--- src/rtl/avalon_mult_pkg.sv ---
// Shared types and constants for the Avalon-MM multiplier scheduler.
// Address map of the multiplier slave: two halfwords per operand, four per product.
package avalon_mult_pkg;

  typedef enum logic [2:0] {
    ST_IDLE,
    ST_WR,
    ST_WAIT,
    ST_RD,
    ST_RLAST
  } state_t;

  typedef struct packed {
    state_t     state;
    logic       last_grant;
    logic [1:0] beat;
  } dbg_t;

  localparam logic [3:0] ADDR_A0 = 4'd0;
  localparam logic [3:0] ADDR_A1 = 4'd1;
  localparam logic [3:0] ADDR_B0 = 4'd2;
  localparam logic [3:0] ADDR_B1 = 4'd3;
  localparam logic [3:0] ADDR_C0 = 4'd4;
  localparam logic [3:0] ADDR_C1 = 4'd5;
  localparam logic [3:0] ADDR_C2 = 4'd6;
  localparam logic [3:0] ADDR_C3 = 4'd7;

  localparam int NBEATS = 4;

  // Halfword written on a given write beat: A lo, A hi, B lo, B hi.
  function automatic logic [15:0] wr_word(input logic [1:0] beat,
                                          input logic [31:0] a,
                                          input logic [31:0] b);
    logic [15:0] w;
    case (beat)
      2'd0:    w = a[15:0];
      2'd1:    w = a[31:16];
      2'd2:    w = b[15:0];
      default: w = b[31:16];
    endcase
    return w;
  endfunction

endpackage

--- src/rtl/rr_arbiter_2.sv ---
// Two-way round-robin arbiter; last_grant moves only when the grant is taken.
module rr_arbiter_2 (
  input  logic       clk,
  input  logic       _rst,
  input  logic [1:0] req,
  input  logic       advance,
  output logic       grant,
  output logic       last_grant
);

  // A lone requester wins; on a tie the one not served last wins.
  always_comb begin
    grant = ~last_grant;
    if (req == 2'b01)      grant = 1'b0;
    else if (req == 2'b10) grant = 1'b1;
  end

  always_ff @(posedge clk or negedge _rst) begin
    if (!_rst)        last_grant <= 1'b1;
    else if (advance) last_grant <= grant;
  end

endmodule

--- src/rtl/avalon_mm_mult_scheduler.sv ---
// Shares one Avalon-MM multiplier slave between two clients: arbitrate, write
// the operands, wait out the multiplier latency, read the product, respond.
module avalon_mm_mult_scheduler
  import avalon_mult_pkg::*;
#(
  parameter int SZ       = 32,
  parameter int WAIT_CYC = 4
) (
  input  logic            clk,
  input  logic            _rst,
  input  logic            req0_valid,
  input  logic [SZ-1:0]   req0_a,
  input  logic [SZ-1:0]   req0_b,
  output logic            req0_ready,
  input  logic            req1_valid,
  input  logic [SZ-1:0]   req1_a,
  input  logic [SZ-1:0]   req1_b,
  output logic            req1_ready,
  output logic            rsp0_valid,
  output logic [2*SZ-1:0] rsp0_res,
  output logic            rsp1_valid,
  output logic [2*SZ-1:0] rsp1_res,
  output logic [3:0]      addr,
  output logic            read,
  output logic            write,
  output logic [15:0]     write_data,
  input  logic [15:0]     read_data,
  output logic            busy,
  output dbg_t            dbg
);

  // Handshake: a request transfers on the rising edge where reqN_valid && reqN_ready;
  // ready is combinational and never waits on anything but state and grant.
  localparam logic [1:0] LAST_BEAT = 2'(NBEATS - 1);
  localparam logic [7:0] WAIT_LOAD = (WAIT_CYC == 0) ? 8'd0 : 8'(WAIT_CYC - 1);

  state_t          state, state_d;
  logic [1:0]      beat, beat_d, beat_n;
  logic [7:0]      cnt, cnt_d;
  logic [SZ-1:0]   a_q, b_q, sel_a, sel_b;
  logic            owner;
  logic [47:0]     acc;
  logic            grant, last_grant, accept, rsp_fire;
  logic [3:0]      addr_d;
  logic            read_d, write_d;
  logic [15:0]     wdata_d;

  rr_arbiter_2 u_arb (
    .clk        (clk),
    ._rst       (_rst),
    .req        ({req1_valid, req0_valid}),
    .advance    (accept),
    .grant      (grant),
    .last_grant (last_grant)
  );

  assign req0_ready = (state == ST_IDLE) && !grant && req0_valid;
  assign req1_ready = (state == ST_IDLE) &&  grant && req1_valid;
  assign accept     = req0_ready || req1_ready;
  assign sel_a      = grant ? req1_a : req0_a;
  assign sel_b      = grant ? req1_b : req0_b;
  assign dbg        = '{state: state, last_grant: last_grant, beat: beat};

  // Bus outputs are computed one cycle ahead so the registered strobes line
  // up with the state that owns them.
  always_comb begin
    state_d  = state;
    beat_d   = beat;
    cnt_d    = cnt;
    addr_d   = ADDR_A0;
    read_d   = 1'b0;
    write_d  = 1'b0;
    wdata_d  = 16'd0;
    rsp_fire = 1'b0;
    beat_n   = beat + 2'd1;
    unique case (state)
      ST_IDLE: begin
        if (accept) begin
          state_d = ST_WR;
          beat_d  = 2'd0;
          write_d = 1'b1;
          addr_d  = ADDR_A0;
          wdata_d = wr_word(2'd0, sel_a, sel_b);
        end
      end
      ST_WR: begin
        if (beat != LAST_BEAT) begin
          beat_d  = beat_n;
          write_d = 1'b1;
          addr_d  = ADDR_A0 + 4'(beat_n);
          wdata_d = wr_word(beat_n, a_q, b_q);
        end else if (WAIT_CYC == 0) begin
          state_d = ST_RD;
          beat_d  = 2'd0;
          read_d  = 1'b1;
          addr_d  = ADDR_C0;
        end else begin
          state_d = ST_WAIT;
          cnt_d   = WAIT_LOAD;
        end
      end
      ST_WAIT: begin
        if (cnt == 8'd0) begin
          state_d = ST_RD;
          beat_d  = 2'd0;
          read_d  = 1'b1;
          addr_d  = ADDR_C0;
        end else begin
          cnt_d = cnt - 8'd1;
        end
      end
      ST_RD: begin
        if (beat != LAST_BEAT) begin
          beat_d = beat_n;
          read_d = 1'b1;
          addr_d = ADDR_C0 + 4'(beat_n);
        end else begin
          state_d = ST_RLAST;
        end
      end
      ST_RLAST: begin
        state_d  = ST_IDLE;
        rsp_fire = 1'b1;
      end
      default: state_d = ST_IDLE;
    endcase
  end

  always_ff @(posedge clk or negedge _rst) begin
    if (!_rst) begin
      state <= ST_IDLE;
      beat  <= 2'd0;
      cnt   <= 8'd0;
    end else begin
      state <= state_d;
      beat  <= beat_d;
      cnt   <= cnt_d;
    end
  end

  always_ff @(posedge clk or negedge _rst) begin
    if (!_rst) begin
      a_q        <= '0;
      b_q        <= '0;
      owner      <= 1'b0;
      acc        <= 48'd0;
      addr       <= 4'd0;
      read       <= 1'b0;
      write      <= 1'b0;
      write_data <= 16'd0;
      busy       <= 1'b0;
      rsp0_valid <= 1'b0;
      rsp1_valid <= 1'b0;
      rsp0_res   <= '0;
      rsp1_res   <= '0;
    end else begin
      addr       <= addr_d;
      read       <= read_d;
      write      <= write_d;
      write_data <= wdata_d;
      busy       <= (state_d != ST_IDLE);
      rsp0_valid <= 1'b0;
      rsp1_valid <= 1'b0;
      if (accept) begin
        a_q   <= sel_a;
        b_q   <= sel_b;
        owner <= grant;
      end
      // read_data trails the read strobe by a cycle, so RD beat n holds C(n-1).
      if (state == ST_RD) begin
        case (beat)
          2'd1:    acc[15:0]  <= read_data;
          2'd2:    acc[31:16] <= read_data;
          2'd3:    acc[47:32] <= read_data;
          default: ;
        endcase
      end
      if (rsp_fire) begin
        if (!owner) begin
          rsp0_valid <= 1'b1;
          rsp0_res   <= {read_data, acc};
        end else begin
          rsp1_valid <= 1'b1;
          rsp1_res   <= {read_data, acc};
        end
      end
    end
  end

endmodule

--- config.mk ---
export PLATFORM = sky130hd
export DESIGN_NAME = avalon_mm_mult_scheduler
export DESIGN_NICKNAME = d
export VERILOG_FILES = /design/src/rtl/avalon_mult_pkg.sv /design/src/rtl/rr_arbiter_2.sv /design/src/rtl/avalon_mm_mult_scheduler.sv
export SDC_FILE = /design/constraint.sdc
export NUM_CORES = 1
export LEC_CHECK = 0
export CAP_MARGIN = 15
export CELL_PAD_IN_SITES_DETAIL_PLACEMENT = 0
export CELL_PAD_IN_SITES_GLOBAL_PLACEMENT = 1
export CORE_MARGIN = 2
export CORE_UTILIZATION = 38
export CTS_BUF_LIST = sky130_fd_sc_hd__clkbuf_16
export DETAILED_ROUTE_END_ITERATION = 16
export MAX_ROUTING_LAYER = met4
export PLACE_DENSITY_LB_ADDON = 0.1
export SYNTH_ARGS = -nofsm -noshare
export SYNTH_HDL_FRONTEND = slang
export SYNTH_SLANG_ARGS = --single-unit
export TNS_END_PERCENT = 20
--- constraint.sdc ---
create_clock -name clk -period 2.04 [get_ports clk]
set_input_delay 0.408 -clock clk [delete_from_list [all_inputs] [get_ports clk]]
set_output_delay 0.408 -clock clk [all_outputs]
set_load 0.02 [all_outputs]
==> results.yml, run 1 <==
global_route:
  grt_use_total_pct: 19.94
  grt_max_degree: 72
  grt_pass1_vias: 8206
  antenna_found_initial: 1
  grt_pass1_wl_um: 47750
  gr-total-overflow: 0
power_and_ir_drop:
  power.internal_mw: 15.82
  pwr-share-clk_pct: 21.0
  combPwrFrac_pct: 40.8
  switching_share_pct: 34.98
  p_leak_nw: 7.350
  powerDensity_nw_per_um2: 1473
  vdd_drop_max_uv: 699.7
  p_seq_share_pct: 38.2
  p_sw_mw: 8.512
timing:
  finalHoldViolCount: 0
  fin_crit_ns: 1.982
  fmaxAchievable_mhz: 504.5
  slew_viol_final: 0
  fin_crit_sh_pct: 97.17
  rsz0062_at_grt: "yes"
  worst_pin_slew_ns: 0.6511
  finClkSkew_ns: 0.01730
  slew-limit-headroom_pct: 56.60
  setup-violations-final: 0
detailed_routing:
  first_pass_iters: 7
  wire_per_inst_um: 18.73
  drt_iter0_markers: 532
  antenna_left: 0
  drc_errors: 0
  totalWireLength_um: 30850
  routed_via_density: 4.906
  vias: 8081
synth:
  synthCells: 888
  ys_top_cells_by_count: "278 x dfrtp_1, 178 x mux2_2, 104 x nand2_1"
  synth_area_leaders: "dfrtp_1 60%, mux2_2 17%, mux2i_1 4.5%"
  ys_ff_latch: 279
  yosysMostFrequentCell: "dfrtp_1"
  synth_flop_cell: "dfrtp_1"
  yosys.area.top_type_share_pct: 59.55
  synth_cell_types: 46
  synth_top_area_cell: "dfrtp_1"
  async_flop_share_pct: 100.0
  synth_area_um2: 11680
  syn_avg_cell_area_um2: 13.16
  syn-num-nets: 1044
  synth_edf_count: 0
  ys_seq_area_share_pct: 59.77
  synth_warnings: 0
placed_design:
  place.gp.congestion: 0.8071
  dpl.hpwl_um: 22680
  io_buffers: 307
  post_dp_cell_area_um2: 15580
worst_setup_path:
  crit_type: "flip-flop to output pin"
  cp.arrival_ns: 1.57
  slowest_stage: "clkdlybuf4s50_1"
  cpPeakStageDelay_ns: 0.68
  cpLargestDelayFamily: "buffers and inverters"
  cp_max_fo: 2
  cp.required_ns: 1.63
  crit_buf_inv: 1
  start_kind: "flip-flop"
  cp-end-kind: "output pin"
  cp_cell_sequence: "clkdlybuf4s50_1"
final_layout:
  drive_gt1_share_pct: 23.68
  nFillCells: 2662
  syn2layout_area_growth_pct: 41.38
  fin_util_pct: 54.28
  multi_input_area_um2: 4335
  seqCellArea_um2: 6983
  fin_area_um2: 16520
  nets: 1382
clocking:
  clock_latency_ns: 0.55
  numClockSinks: 279
  cts_setup_buffers: 0
  htree_num_levels: 1
  clockBufferDepth: 3
  cts_root_buf: "clkbuf_16"
  clk_pin_slew_worst_paths_ns: 0.06
  cts_tree: "built"
  numCtsBuffers: 30
floorplanning:
  dieArea_um2: 32160
  die_w_um: 179.3
  io-pin-count: 309
  rows: 64
  start_util_pct: 38.39
  fp.coreArea_um2: 30430
  fp.dieH_um: 179.3
outcome:
  status: "finished, final reports clean"
flow_run:
  cap_violations: 0
worst_hold_path:
  hold_class: "input pin to async pin"
## timing repair
action / in CTS / in global routing
hold buffers: 1 / 0
setup endpoints to repair: 8 / 8
gates resized for setup: 15 / 3
pin swaps: 1 / 1
endpoints found under the hold margin: 32 / 0
## flip-flops by register name, summed over array words and instances, names as in the netlist, 2 cells and up
| signal | flops |
|---|---|
| rsp0_res | 64 |
| write_data | 16 |
| addr | 3 |
| beat | 2 |
| cnt | 8 |
| a_q | 32 |
| acc | 48 |
| state | 3 |
| rsp1_res | 64 |
| b_q | 32 |
## cells in the final DEF, fill, tap and decap left out, drive strengths merged, types with 2 or more instances in the layout
cell,instances
a222oi,16
buf,56
clkdlybuf4s50,298
dfrtp,278
ha,8
clkinv,15
and2,2
xor2,2
clkbuf,30
dlygate4sd2,5
o21ai,67
a21oi,7
nor3,4
nand2,104
o31ai,32
nand3b,2
mux2i,52
nor3b,4
mux2,178
nand4b,2
bufinv,2
nand3,6
a21boi,2
nor2,47
inv,15
## worst paths after layout
check,from,endpoint,slack (ns),cells after the start
worst max-delay path,rsp0_res[4],rsp0_res[4],0.06,1
worst max register to register,u_arb.last_grant,b_q[25],0.12,7
min in group clk,a_q[22],a_q[22],0.48,2
worst min register to register,a_q[22],a_q[22],0.48,2
max in group asynchronous,_rst,rsp0_res[16],1.01,3
worst min-delay path,_rst,cnt[0],0.32,2
## power groups by stage
stage | clock, mW | combinational [mW] | sequential (mW)
floorplan | 0 | 4.25 | 10.4
global placement | 0 | 9.95 | 9.34
global route | 5.49 | 10.8 | 9.62
detailed placement | 0 | 10.1 | 9.39
finish | 5.11 | 9.93 | 9.29
CTS | 5.26 | 10.1 | 9.31
## layout make-up
class | count | share of cell area, %
antenna | 1 | 0.01515
clock buffer | 30 | 4.545
clock inverter | 26 | 1.068
inverter | 7 | 0.1591
multi-input combinational | 547 | 26.25
sequential | 279 | 42.28
tap | 396 | 3.000
timing repair buffer | 361 | 22.69
## routing by layer
metal | global-route usage [%] | wire, um | share of wire [%]
met3 | 3.608 | 1998 | 6.5
met1 | 27.20 | 13620 | 44
met2 | 30.80 | 14440 | 47
met4 | 5.343 | 791 | 2.6
met5 | - | 0 | 0
## stage by stage
| step | std cells | worst slack [ns] | total power, mW | hold slack [ns] | setup TNS [ns] |
|---|---|---|---|---|---|
| 2_1_floorplan | 888 | 0.2315 | 14.67 | 0.1124 | 0 |
| 3_3_place_gp | 1589 | -0.1914 | 19.29 | 0.3046 | -4.743 |
| 3_5_place_dp | 1589 | -0.2279 | 19.46 | 0.3079 | -6.799 |
| 4_1_cts | 1646 | -0.006084 | 24.62 | 0.3105 | -0.006084 |
| 5_1_grt | 1647 | -0.02334 | 25.91 | 0.3375 | -0.02334 |
| 6_report | 1647 | 0.05769 | 24.33 | 0.3183 | 0 |
## kinds of logic after synthesis
family	share of synthesized area (%)
muxes	21.61
buffers and inverters	3.342
AOI/OAI and AO/OA	7.026
DFF	59.77
other	0.03210
xor gates and xnor gates	0.1500
adders and majority gates	0.8568
and+or+nand+nor	7.208
Note: power is estimated with default switching activity, not from simulation.
==> run 2, diff against run 1 <==
--- a/config.mk
+++ b/config.mk
@@ -8,6 +8,7 @@
 export CAP_MARGIN = 15
 export CELL_PAD_IN_SITES_DETAIL_PLACEMENT = 0
 export CELL_PAD_IN_SITES_GLOBAL_PLACEMENT = 1
+export CORE_ASPECT_RATIO = 1.25
 export CORE_MARGIN = 2
 export CORE_UTILIZATION = 38
 export CTS_BUF_LIST = sky130_fd_sc_hd__clkbuf_16
==> results.yml, run 2 (synthesized netlist as in run 1, its figures left out) <==
global_route:
  grt_pass1_wl_um: 48730
  antenna_found_initial: 0
  grt_pass1_vias: 8487
  grt_max_degree: 65
  grt_use_total_pct: 20.22
  gr-total-overflow: 0
final_layout:
  nFillCells: 2668
  drive_gt1_share_pct: 23.62
  final_cell_mix: "298 x clkdlybuf4s50_1, 277 x dfrtp_1, 178 x mux2_2, 104 x nand2_1, 63 x o21ai_0"
  syn2layout_area_growth_pct: 41.24
  fin_area_um2: 16500
  layout_commonest_cell: "clkdlybuf4s50_1"
  diodes: 0
  nets: 1382
  reg_top3: "rsp0_res (64), rsp1_res (64), acc (48)"
timing:
  fin_crit_ns: 1.974
  rsz0062_at_grt: "no"
  fmaxAchievable_mhz: 506.6
  fin_crit_sh_pct: 96.76
  setup-violations-final: 0
  finClkSkew_ns: 0.02438
  tns_ns: 0
  finalHoldViolCount: 0
  slew_viol_final: 0
detailed_routing:
  first_pass_iters: 5
  drt-met1-wl_um: 12790
  vias: 8108
  drc_errors: 0
  top_layer: "met4"
  totalWireLength_um: 31580
  antenna_left: 0
  routed_via_density: 4.914
  met2WireLength_um: 16270
  wire_per_inst_um: 19.14
  drt_iter0_markers: 313
  routed-wl-met3_um: 1873
power_and_ir_drop:
  vdd_drop_max_uv: 724.9
  power_mw: 24.67
  powerDensity_nw_per_um2: 1495
  p_leak_nw: 7.344
clocking:
  cts_root_buf: "clkbuf_16"
  htree_num_levels: 1
  clk_pin_slew_worst_paths_ns: 0.06
  clock_latency_ns: 0.55
  numCtsBuffers: 29
  clockBufferDepth: 3
  cts_tree: "built"
  numClockSinks: 279
  cts_setup_buffers: 0
placed_design:
  dpl.hpwl_um: 23240
  post_dp_cell_area_um2: 15540
  place.gp.congestion: 0.7936
  io_buffers: 307
outcome:
  status: "finished, final reports clean"
worst_setup_path:
  cp.required_ns: 1.63
  cpLargestDelayFamily: "buffers and inverters"
  cpPeakStageDelay_ns: 0.67
  cp.arrival_ns: 1.57
  cp-end-kind: "output pin"
  start_kind: "flip-flop"
  crit_type: "flip-flop to output pin"
  crit_buf_inv: 1
  cp_cell_sequence: "clkdlybuf4s50_1"
  cp_max_fo: 2
  slowest_stage: "clkdlybuf4s50_1"
floorplanning:
  die_w_um: 160.8
  rows: 71
  dieArea_um2: 32170
  fp.coreArea_um2: 30200
  start_util_pct: 38.68
  fp.dieH_um: 200.0
  io-pin-count: 309
worst_hold_path:
  hold_class: "input pin to async pin"
flow_run:
  cap_violations: 0
==> run 2: cell count changes in the layout (fill, tap and decap cells not counted), moves of 3 or more <==
| cell | delta |
|---|---|
| clkinv_2 | -6 |
| buf_4 | +5 |
| bufinv_16 | +3 |
| buf_12 | -5 |
==> run 2: layout make-up <==
cell class | count | area [um2] | area share (%)
clock inverters | 25 | 245.2 | 1.486
clock buffers | 29 | 725.7 | 4.398
multi-input cells | 547 | 4333 | 26.26
well taps | 401 | 501.7 | 3.041
repair buffers | 362 | 3685 | 22.33
inverters | 7 | 26.28 | 0.1592
flip-flops and latches | 279 | 6984 | 42.33
==> run 2: final timing paths <==
path	cells after the start	end	from	slack (ns)
worst max-delay path	1	rsp0_res[51]	rsp0_res[51]	0.07
worst min-delay path	2	rsp0_res[9]	_rst	0.36
worst max register to register	7	write_data[5]	beat[1]	0.12
worst min register to register	2	a_q[26]	a_q[26]	0.48
max in group asynchronous	3	rsp1_res[35]	_rst	0.99
min in group clk	3	b_q[30]	req1_b[30]	0.48
==> run 2: repair_timing <==
item	in CTS	in global routing
endpoints found under the hold margin	38	0
hold buffers	1	0
pin swaps	0	2
gates resized for setup	15	2
endpoints found under the setup margin	8	3
==> run 2: where the power goes <==
part / switching [mW] / internal, mW
registers: 1.52 / 7.89
logic: 4.84 / 5.01
clock network: 2.20 / 3.21
total: 8.56 / 16.1
==> run 2: through the flow <==
step                      hold WS [ns]  setup slack, ns  instances  utilization, %
after floorplan                 0.1124           0.2315        888               -
after global placement          0.3323          -0.1570       1595           51.45
after detailed placement        0.3339          -0.1911       1595           51.45
after CTS                       0.3466         0.009111       1650           54.64
after global routing            0.3819         0.004041       1650           54.63
final                           0.3619          0.06615       1650           54.63
==> run 2: routing by layer <==
metal / vias to the layer above / GRT usage (%)
li1: 3826 / -
met1: 3975 / 24.02
met2: 269 / 36.03
met3: 38 / 3.554
met4: 0 / 4.861
met5: - / -
